**config.mk**
```make
export PLATFORM = sky130hd
export DESIGN_NAME = reg_read_port
export DESIGN_NICKNAME = d
export VERILOG_FILES = /design/src/rtl/reg_read_port.sv
export SDC_FILE = /design/constraint.sdc
export NUM_CORES = 1
export LEC_CHECK = 0
export ABC_AREA = 1
export CAP_MARGIN = 0
export CELL_PAD_IN_SITES_DETAIL_PLACEMENT = 0
export CELL_PAD_IN_SITES_GLOBAL_PLACEMENT = 1
export CORE_ASPECT_RATIO = 0.8
export CORE_MARGIN = 2
export CORE_UTILIZATION = 35
export CTS_CLUSTER_SIZE = 12
export DETAILED_ROUTE_END_ITERATION = 12
export GPL_ROUTABILITY_DRIVEN = 0
export PLACE_DENSITY = 0.88
export REMOVE_ABC_BUFFERS = 1
export SETUP_SLACK_MARGIN = 0.1
export SLEW_MARGIN = 20
export SYNTH_ARGS = -nofsm -noshare
export SYNTH_HDL_FRONTEND = slang
export SYNTH_SLANG_ARGS = --single-unit
```
**constraint.sdc**
```tcl
create_clock -name CLK -period 4.43 [get_ports CLK]
set_clock_uncertainty 0.15 [all_clocks]
set_input_delay 1.1075 -clock CLK [delete_from_list [all_inputs] [get_ports CLK]]
set_output_delay 1.1075 -clock CLK [all_outputs]
set_load 0.02 [all_outputs]
```
**src/rtl/reg_read_port.sv**
```systemverilog
`default_nettype none
// ============================================================================
// Module   : reg_read_port
// Purpose  : Operand-read port of the R0..R7/B0 register file. Each accepted
//            request selects operands A and B, forwarding same-cycle stores
//            from s_bus, and queues them in a 2-entry output buffer.
// Revision : 1.0
// ============================================================================
module reg_read_port #(
  parameter int WIDTH = 16,
  parameter int NREG  = 8
) (
  input  logic                  CLK,
  input  logic                  CLR,
  input  logic                  req_valid,
  output logic                  req_ready,
  input  logic [3:0]            sel_a,
  input  logic [3:0]            sel_b,
  input  logic [NREG*WIDTH-1:0] r_flat,
  input  logic [WIDTH-1:0]      b0_q,
  input  logic [NREG-1:0]       SR,
  input  logic                  SB0,
  input  logic [WIDTH-1:0]      s_bus,
  output logic                  out_valid,
  input  logic                  out_ready,
  output logic [WIDTH-1:0]      a_bus,
  output logic [WIDTH-1:0]      b_bus,
  output logic                  err_sel
);

  typedef enum logic [1:0] {
    S_EMPTY = 2'd0,
    S_ONE   = 2'd1,
    S_FULL  = 2'd2
  } state_t;

  state_t           state_q, state_d;
  logic             wr_ptr_q, wr_ptr_d;
  logic             rd_ptr_q, rd_ptr_d;
  logic [WIDTH-1:0] mem_a_q [2];
  logic [WIDTH-1:0] mem_a_d [2];
  logic [WIDTH-1:0] mem_b_q [2];
  logic [WIDTH-1:0] mem_b_d [2];
  logic [WIDTH-1:0] a_q, a_d;
  logic [WIDTH-1:0] b_q, b_d;
  logic             err_q, err_d;

  logic [WIDTH-1:0] regs_w [NREG];
  logic [WIDTH-1:0] op_a_w, op_b_w;
  logic             ill_a_w, ill_b_w;
  logic             push_w, pop_w;

  generate
    for (genvar g = 0; g < NREG; g++) begin : g_unpack
      assign regs_w[g] = r_flat[g*WIDTH +: WIDTH];
    end
  endgenerate

  // A store landing on the selected register this cycle wins over the stale
  // register output, so the operand matches what the file will hold next.
  always_comb begin
    op_a_w  = '0;
    op_b_w  = '0;
    ill_a_w = 1'b1;
    ill_b_w = 1'b1;
    for (int i = 0; i < NREG; i++) begin
      if (sel_a == 4'(i)) begin
        ill_a_w = 1'b0;
        op_a_w  = SR[i] ? s_bus : regs_w[i];
      end
      if (sel_b == 4'(i)) begin
        ill_b_w = 1'b0;
        op_b_w  = SR[i] ? s_bus : regs_w[i];
      end
    end
    if (sel_a == 4'(NREG)) begin
      ill_a_w = 1'b0;
      op_a_w  = SB0 ? s_bus : b0_q;
    end
    if (sel_b == 4'(NREG)) begin
      ill_b_w = 1'b0;
      op_b_w  = SB0 ? s_bus : b0_q;
    end
  end

  assign req_ready = (state_q != S_FULL);
  assign out_valid = (state_q != S_EMPTY);
  assign push_w    = req_valid && req_ready;
  assign pop_w     = out_valid && out_ready;

  always_comb begin
    state_d  = state_q;
    wr_ptr_d = wr_ptr_q;
    rd_ptr_d = rd_ptr_q;
    mem_a_d  = mem_a_q;
    mem_b_d  = mem_b_q;
    a_d      = a_q;
    b_d      = b_q;
    err_d    = err_q | (push_w & (ill_a_w | ill_b_w));

    case (state_q)
      S_EMPTY: if (push_w) state_d = S_ONE;
      S_ONE: begin
        if (push_w && !pop_w)      state_d = S_FULL;
        else if (pop_w && !push_w) state_d = S_EMPTY;
      end
      S_FULL:  if (pop_w) state_d = S_ONE;
      default: state_d = S_EMPTY;
    endcase

    if (push_w) begin
      mem_a_d[wr_ptr_q] = op_a_w;
      mem_b_d[wr_ptr_q] = op_b_w;
      wr_ptr_d          = ~wr_ptr_q;
    end
    if (pop_w) rd_ptr_d = ~rd_ptr_q;

    // Output registers track the next head; they keep the last head when empty.
    if (state_d != S_EMPTY) begin
      a_d = mem_a_d[rd_ptr_d];
      b_d = mem_b_d[rd_ptr_d];
    end
  end

  always_ff @(posedge CLK) begin
    if (CLR) begin
      state_q  <= S_EMPTY;
      wr_ptr_q <= 1'b0;
      rd_ptr_q <= 1'b0;
      mem_a_q  <= '{default: '0};
      mem_b_q  <= '{default: '0};
      a_q      <= '0;
      b_q      <= '0;
      err_q    <= 1'b0;
    end else begin
      state_q  <= state_d;
      wr_ptr_q <= wr_ptr_d;
      rd_ptr_q <= rd_ptr_d;
      mem_a_q  <= mem_a_d;
      mem_b_q  <= mem_b_d;
      a_q      <= a_d;
      b_q      <= b_d;
      err_q    <= err_d;
    end
  end

  assign a_bus   = a_q;
  assign b_bus   = b_q;
  assign err_sel = err_q;

endmodule
`default_nettype wire

```
==> results of run 1 <==
## worst paths after layout
| kind | from | endpoint | slack (ns) | cells past startpoint |
|---|---|---|---|---|
| hold reg to reg | b_bus[3]$_SDFFE_PP0P_ | b_bus[3]$_SDFFE_PP0P_ | 0.31 | 2 |
| setup / recovery | sel_b[2] | b_bus[0]$_SDFFE_PP0P_ | 1.18 | 11 |
| hold / removal | b_bus[3]$_SDFFE_PP0P_ | b_bus[3]$_SDFFE_PP0P_ | 0.31 | 2 |
| setup reg to reg | state_q[0]$_SDFF_PP0_ | a_bus[1]$_SDFFE_PP0P_ | 2.34 | 10 |
## cell families (layout without fill, tap and decap cells)
logic type      count (synthesis)  after routing  synth area share (%)
compound gates                184            184                 11.81
xor+xnor                        1              1                0.1986
buf+inv                       162            330                 8.720
simple gates                 1033           1033                 54.60
flops                         101            101                 24.68
## cell usage in the layout (no fill, tap or decap), types with 9 or more instances in the layout
cell type and count:
nor2_1 204, nor2_4 10, nand4_1 42, inv_1 67, nand2_1 546, a21oi_1 90
clkbuf_16 9, o21ai_0 72, inv_2 10, clkdlybuf4s50_1 214, buf_4 19, dfxtp_1 101
nand3_1 143, or2_2 64
## state kept, by name, summed over array words and instances (netlist names)
signal	cells
state_q	2
a_bus	16
mem_a_q	32
rd_ptr_q	1
wr_ptr_q	1
err_sel	1
mem_b_q	32
b_bus	16
## per-layer routing
metal,track usage (%),vias to the layer above,part of all wire [%]
met2,40.52,374,44
met3,4.531,47,7.7
met5,0,-,0
li1,-,5069,-
met1,34.33,4622,46
met4,5.526,0,1.9
## report_power, final
group / total, W / switching [W] / leakage [nW] / internal [W]
registers: 0.00102 / 0.0000330 / 0.831 / 0.000989
logic: 0.00101 / 0.000576 / 3.83 / 0.000431
clock network: 0.000824 / 0.000367 / 0.141 / 0.000457
total: 0.00285 / 0.000976 / 4.80 / 0.00188
## critical path, delay by kind of cell
kind	cells	cell delay, ns
buf+inv	3	0.64
simple gates	8	1.65
## area by class of cell
cell class | count | area (um2) | share of cell area [%]
Clock buffer | 10 | 239.0 | 2.208
Multi-Input combinational cell | 1218 | 5482 | 50.64
Sequential cell | 101 | 2022 | 18.68
Timing Repair Buffer | 236 | 2330 | 21.52
Clock inverter | 6 | 70.07 | 0.6472
Inverter | 78 | 292.8 | 2.705
Tap cell | 312 | 390.4 | 3.606
## stage by stage
step	setup WS, ns	instances
2_1_floorplan	-0.04581	1397
3_3_place_gp	0.8392	1945
3_5_place_dp	0.8351	1945
4_1_cts	1.201	1961
5_1_grt	0.9255	1961
6_report	1.181	1961
==> results.py, run 1 <==
metrics = {
    "routing": {
        "totalWireLength_um": 30870,
        "firstDrtPassIters": 6,
        "drt_iter0_markers": 1076,
        "viasPerCell": 5.157,
        "vias": 10110,
        "wl_per_cell_um": 15.74,
        "ant_nets": 0,
        "drc": 0,
    },
    "sta": {
        "hold_viol": 0,
        "drv_slew": 0,
        "finalCritPeriodShare_pct": 73.33,
        "setup_tns_ns": 0,
        "tightest_slew_ns": 0.8077,
        "relSlewSlack_pct": 46.10,
        "rsz0062_at_grt": "no",
        "max_freq_ghz": 0.3078,
        "hold_ws_ns": 0.3139,
        "fin_crit_ns": 3.249,
        "setup_viol": 0,
    },
    "pwr": {
        "p_leak_nw": 4.800,
        "powerDensity_nw_per_um2": 263.6,
        "peakVddDrop_mv": 0.1708,
        "power_w": 0.002853,
    },
    "setup_path": {
        "worst-setup-path-type": "primary input to register",
        "arrival_ns": 3.40,
        "path_max_fanout": 16,
        "slowest_delay_ns": 0.61,
        "crit_path_top_delay_cell": "nand4_1",
        "crit_chain": "clkdlybuf4s50_1 -> inv_2 -> nand4_1 -> or2_2 -> nand4_1 -> nor2_1 -> nand4_1 -> nand3_1 -> nand3_1 -> nand2_1 -> inv_1",
        "crit_path_start_kind": "primary input",
        "cp.required_ns": 4.58,
        "crit_path_end_kind": "register",
        "cp_common_cell": "nand4_1",
    },
    "yosys": {
        "synth_most_common_cell": "nand2_1",
        "synthFlopType": "dfxtp_1",
        "synth_top_cells_by_count": "546 x nand2_1, 205 x nor2_1, 143 x nand3_1",
        "synthArstFlopShare_pct": 0,
        "ys_types": 32,
        "syn_area_per_cell_um2": 5.532,
        "synth_edf_count": 0,
        "yosysTopAreaCellShare_pct": 25.02,
        "synth.ff_latch_count": 101,
        "syn-cell-area_um2": 8193,
        "ys_seq_area_share_pct": 24.68,
        "netlist.top_cell.by_area": "nand2_1",
        "synthTopCellsByArea": "nand2_1 25%, dfxtp_1 25%, nor2_1 9.4%, nand3_1 8.7%, a21oi_1 5.6%",
        "postSynthCellCount": 1481,
        "ys_warn_count": 0,
    },
    "grt": {
        "grt_pass1_wl_um": 49430,
        "gr-total-overflow": 0,
        "grt_start_max_net_pins": 102,
        "grt_util_all_layers_pct": 24.91,
        "antenna_found_initial": 0,
        "grt_pass1_vias": 9410,
    },
    "clock_tree": {
        "htreeDepth": 3,
        "cts_sinks": 101,
        "cts_tree": "built",
        "clk_pin_slew_ns": 0.07,
        "cts_setup_buffers": 0,
        "post_cts_resized": 0,
        "cts_root_buf": "clkbuf_16",
        "hold_buffers": 0,
        "cts_buffer_depth": 2,
        "cts_buffers": 9,
        "clkLatencyLatePin_ns": 0.35,
    },
    "flow_run": {
        "maxCapViolations": 0,
    },
    "die": {
        "rows": 50,
        "die_width_um": 175.1,
        "start_util_pct": 35.30,
        "dieHeight_um": 140.8,
        "die_area_um2": 24660,
        "core_area_um2": 23210,
        "io_pins": 216,
    },
    "final_layout": {
        "design_area_um2": 10830,
        "area_delta_synth_final_pct": 32.13,
        "final_layout_size_suffix_gt1_share_pct": 8.308,
        "n_antenna_cell": 0,
        "n_fill_cell": 2422,
        "fin_nets": 1825,
        "utilization_pct": 46.64,
    },
    "placement": {
        "placed_area_um2": 10520,
        "portBuffers": 215,
        "dp_hpwl_um": 22520,
    },
    "status": {
        "status": "completed",
    },
    "hold_path": {
        "min_path_type": "register to register",
    },
}
Note: power is estimated with default switching activity, not from simulation.
==> run 2: changes to the inputs <==
--- a/config.mk
+++ b/config.mk
@@ -11,11 +11,11 @@
 export CELL_PAD_IN_SITES_GLOBAL_PLACEMENT = 1
 export CORE_ASPECT_RATIO = 0.8
 export CORE_MARGIN = 2
-export CORE_UTILIZATION = 35
+export CORE_UTILIZATION = 30
 export CTS_CLUSTER_SIZE = 12
 export DETAILED_ROUTE_END_ITERATION = 12
 export GPL_ROUTABILITY_DRIVEN = 0
-export PLACE_DENSITY = 0.88
+export PLACE_DENSITY = 0.81
 export REMOVE_ABC_BUFFERS = 1
 export SETUP_SLACK_MARGIN = 0.1
 export SLEW_MARGIN = 20
==> constraint.sdc (replaced) <==
create_clock -name CLK -period 2.7 [get_ports CLK]
set_clock_uncertainty 0.15 [all_clocks]
set_input_delay 0.675 -clock CLK [delete_from_list [all_inputs] [get_ports CLK]]
set_output_delay 0.675 -clock CLK [all_outputs]
set_load 0.02 [all_outputs]
==> run 2 against run 1 <==
Compared with the run above:
- global-route usage down 2.1 points
- via count up 4.6%
- clock-buffer cell count is the same
- clock power increased by 63%
==> results.py, run 2 (same netlist as run 1, synthesis figures left out) <==
metrics = {
    "setup_path": {
        "cp.required_ns": 2.78,
        "arrival_ns": 2.63,
        "worst-setup-path-type": "primary input to register",
        "path_max_fanout": 17,
        "r2r-start": "state_q[1]$_SDFF_PP0_",
        "crit_path_end_kind": "register",
        "crit_path_start_kind": "primary input",
        "startpoint": "sel_a[3]",
    },
    "sta": {
        "relSlewSlack_pct": 72.90,
        "tightest_slew_ns": 0.4065,
        "hold_ws_ns": 0.3180,
        "rsz0062_at_grt": "yes",
        "max_freq_ghz": 0.3924,
        "fin_crit_ns": 2.548,
        "setup_viol": 0,
        "hold_viol": 0,
        "drv_slew": 0,
        "finalCritPeriodShare_pct": 94.38,
    },
    "pwr": {
        "p_leak_nw": 5.358,
        "peakVddDrop_mv": 0.3259,
        "powerDensity_nw_per_um2": 409.6,
        "power_w": 0.004891,
    },
    "status": {
        "status": "completed",
    },
    "final_layout": {
        "n_antenna_cell": 0,
        "top_regs": "mem_a_q (32), mem_b_q (32)",
        "final_common_cell": "nand2_1",
        "final_cell_mix": "543 x nand2_1, 207 x clkdlybuf4s50_1, 201 x nor2_1",
        "final_layout_size_suffix_gt1_share_pct": 12.69,
        "area_delta_synth_final_pct": 45.75,
        "fin_nets": 1902,
    },
    "placement": {
        "dp_hpwl_um": 25410,
        "portBuffers": 215,
    },
    "routing": {
        "vias": 10580,
        "drt_iter0_markers": 1104,
        "firstDrtPassIters": 6,
        "ant_nets": 0,
        "wl_per_cell_um": 16.85,
        "viasPerCell": 5.060,
        "totalWireLength_um": 35220,
        "drc": 0,
    },
    "clock_tree": {
        "hold_buffers": 0,
        "htreeDepth": 3,
        "cts_root_buf": "clkbuf_16",
        "cts_buffers": 9,
        "clk_pin_slew_ns": 0.07,
        "cts_sinks": 101,
        "cts_buffer_depth": 2,
        "clkLatencyLatePin_ns": 0.35,
        "cts_tree": "built",
    },
    "die": {
        "die_area_um2": 28660,
        "io_pins": 216,
        "die_width_um": 188.8,
        "rows": 54,
        "dieHeight_um": 151.8,
        "core_area_um2": 27090,
        "start_util_pct": 30.24,
    },
    "grt": {
        "antenna_found_initial": 0,
        "grt_start_max_net_pins": 53,
        "gr-total-overflow": 0,
        "grt_pass1_wl_um": 52580,
        "grt_util_all_layers_pct": 22.79,
        "grt_pass1_vias": 9921,
    },
    "hold_path": {
        "min_path_type": "register to register",
        "min_from": "b_bus[15]$_SDFFE_PP0P_",
    },
    "flow_run": {
        "maxCapViolations": 0,
    },
}
run 2: path summary, 6_finish.rpt:
kind	cells after the start	slack (ns)	to
worst max-delay path	15	0.15	a_bus[11]$_SDFFE_PP0P_
worst min-delay path	2	0.32	b_bus[15]$_SDFFE_PP0P_
worst max register to register	11	0.87	a_bus[12]$_SDFFE_PP0P_
worst min register to register	2	0.32	b_bus[15]$_SDFFE_PP0P_
run 2: through the flow:
| stage | instances | util [%] | area (um2) | setup TNS, ns | setup WS (ns) |
|---|---|---|---|---|---|
| after floorplan | 1397 | - | 7771 | -46.37 | -1.343 |
| after global placement | 2062 | 42.15 | 11420 | -2.932 | -0.1873 |
| after detailed placement | 2062 | 42.15 | 11420 | -4.228 | -0.1895 |
| after CTS | 2078 | 43.25 | 11720 | 0 | 0.1682 |
| after global routing | 2090 | 44.07 | 11940 | 0 | 0.06384 |
| final | 2090 | 44.07 | 11940 | 0 | 0.1518 |
run 2: critical path, cell delays in order:
cell and delay (ns):
clkdlybuf4s50_1 0.49, inv_2 0.09, nand2_4 0.12, buf_12 0.12, nor2_4 0.04, buf_12 0.16
buf_4 0.13, a21oi_1 0.16, nand4_1 0.17, nand2_1 0.11, nand3_1 0.09, nand3_1 0.08
nand2_1 0.06, nand2_1 0.07, a21oi_1 0.06
run 2: cell type report:
type | instances | area (um2)
Timing Repair Buffer | 306 | 3258
Sequential cell | 101 | 2022
Multi-Input combinational cell | 1225 | 5614
Clock buffer | 10 | 229.0
Inverter | 78 | 292.8
Tap cell | 364 | 455.4
Fill cell | 2822 | 15150
Clock inverter | 6 | 70.07
run 2: timing repair:
| action | CTS | global route |
|---|---|---|
| resized for setup | 0 | 28 |
| endpoints found under the setup margin | 0 | 35 |
| setup buffers | 0 | 3 |
run 2: per-layer routing:
metal | share of wire [%] | global-route usage [%] | up-vias
met2 | 44 | 37.68 | 481
met5 | 0 | 0 | -
li1 | - | - | 5246
met4 | 1.4 | 3.869 | 0
met3 | 8.6 | 3.650 | 38
met1 | 46 | 31.62 | 4810
run 2: report_power, final:
part           total (W)  switching [W]  internal, W
registers        0.00168      0.0000542      0.00162
logic            0.00187        0.00103     0.000840
clock network    0.00134       0.000615     0.000727
total            0.00489        0.00170      0.00319
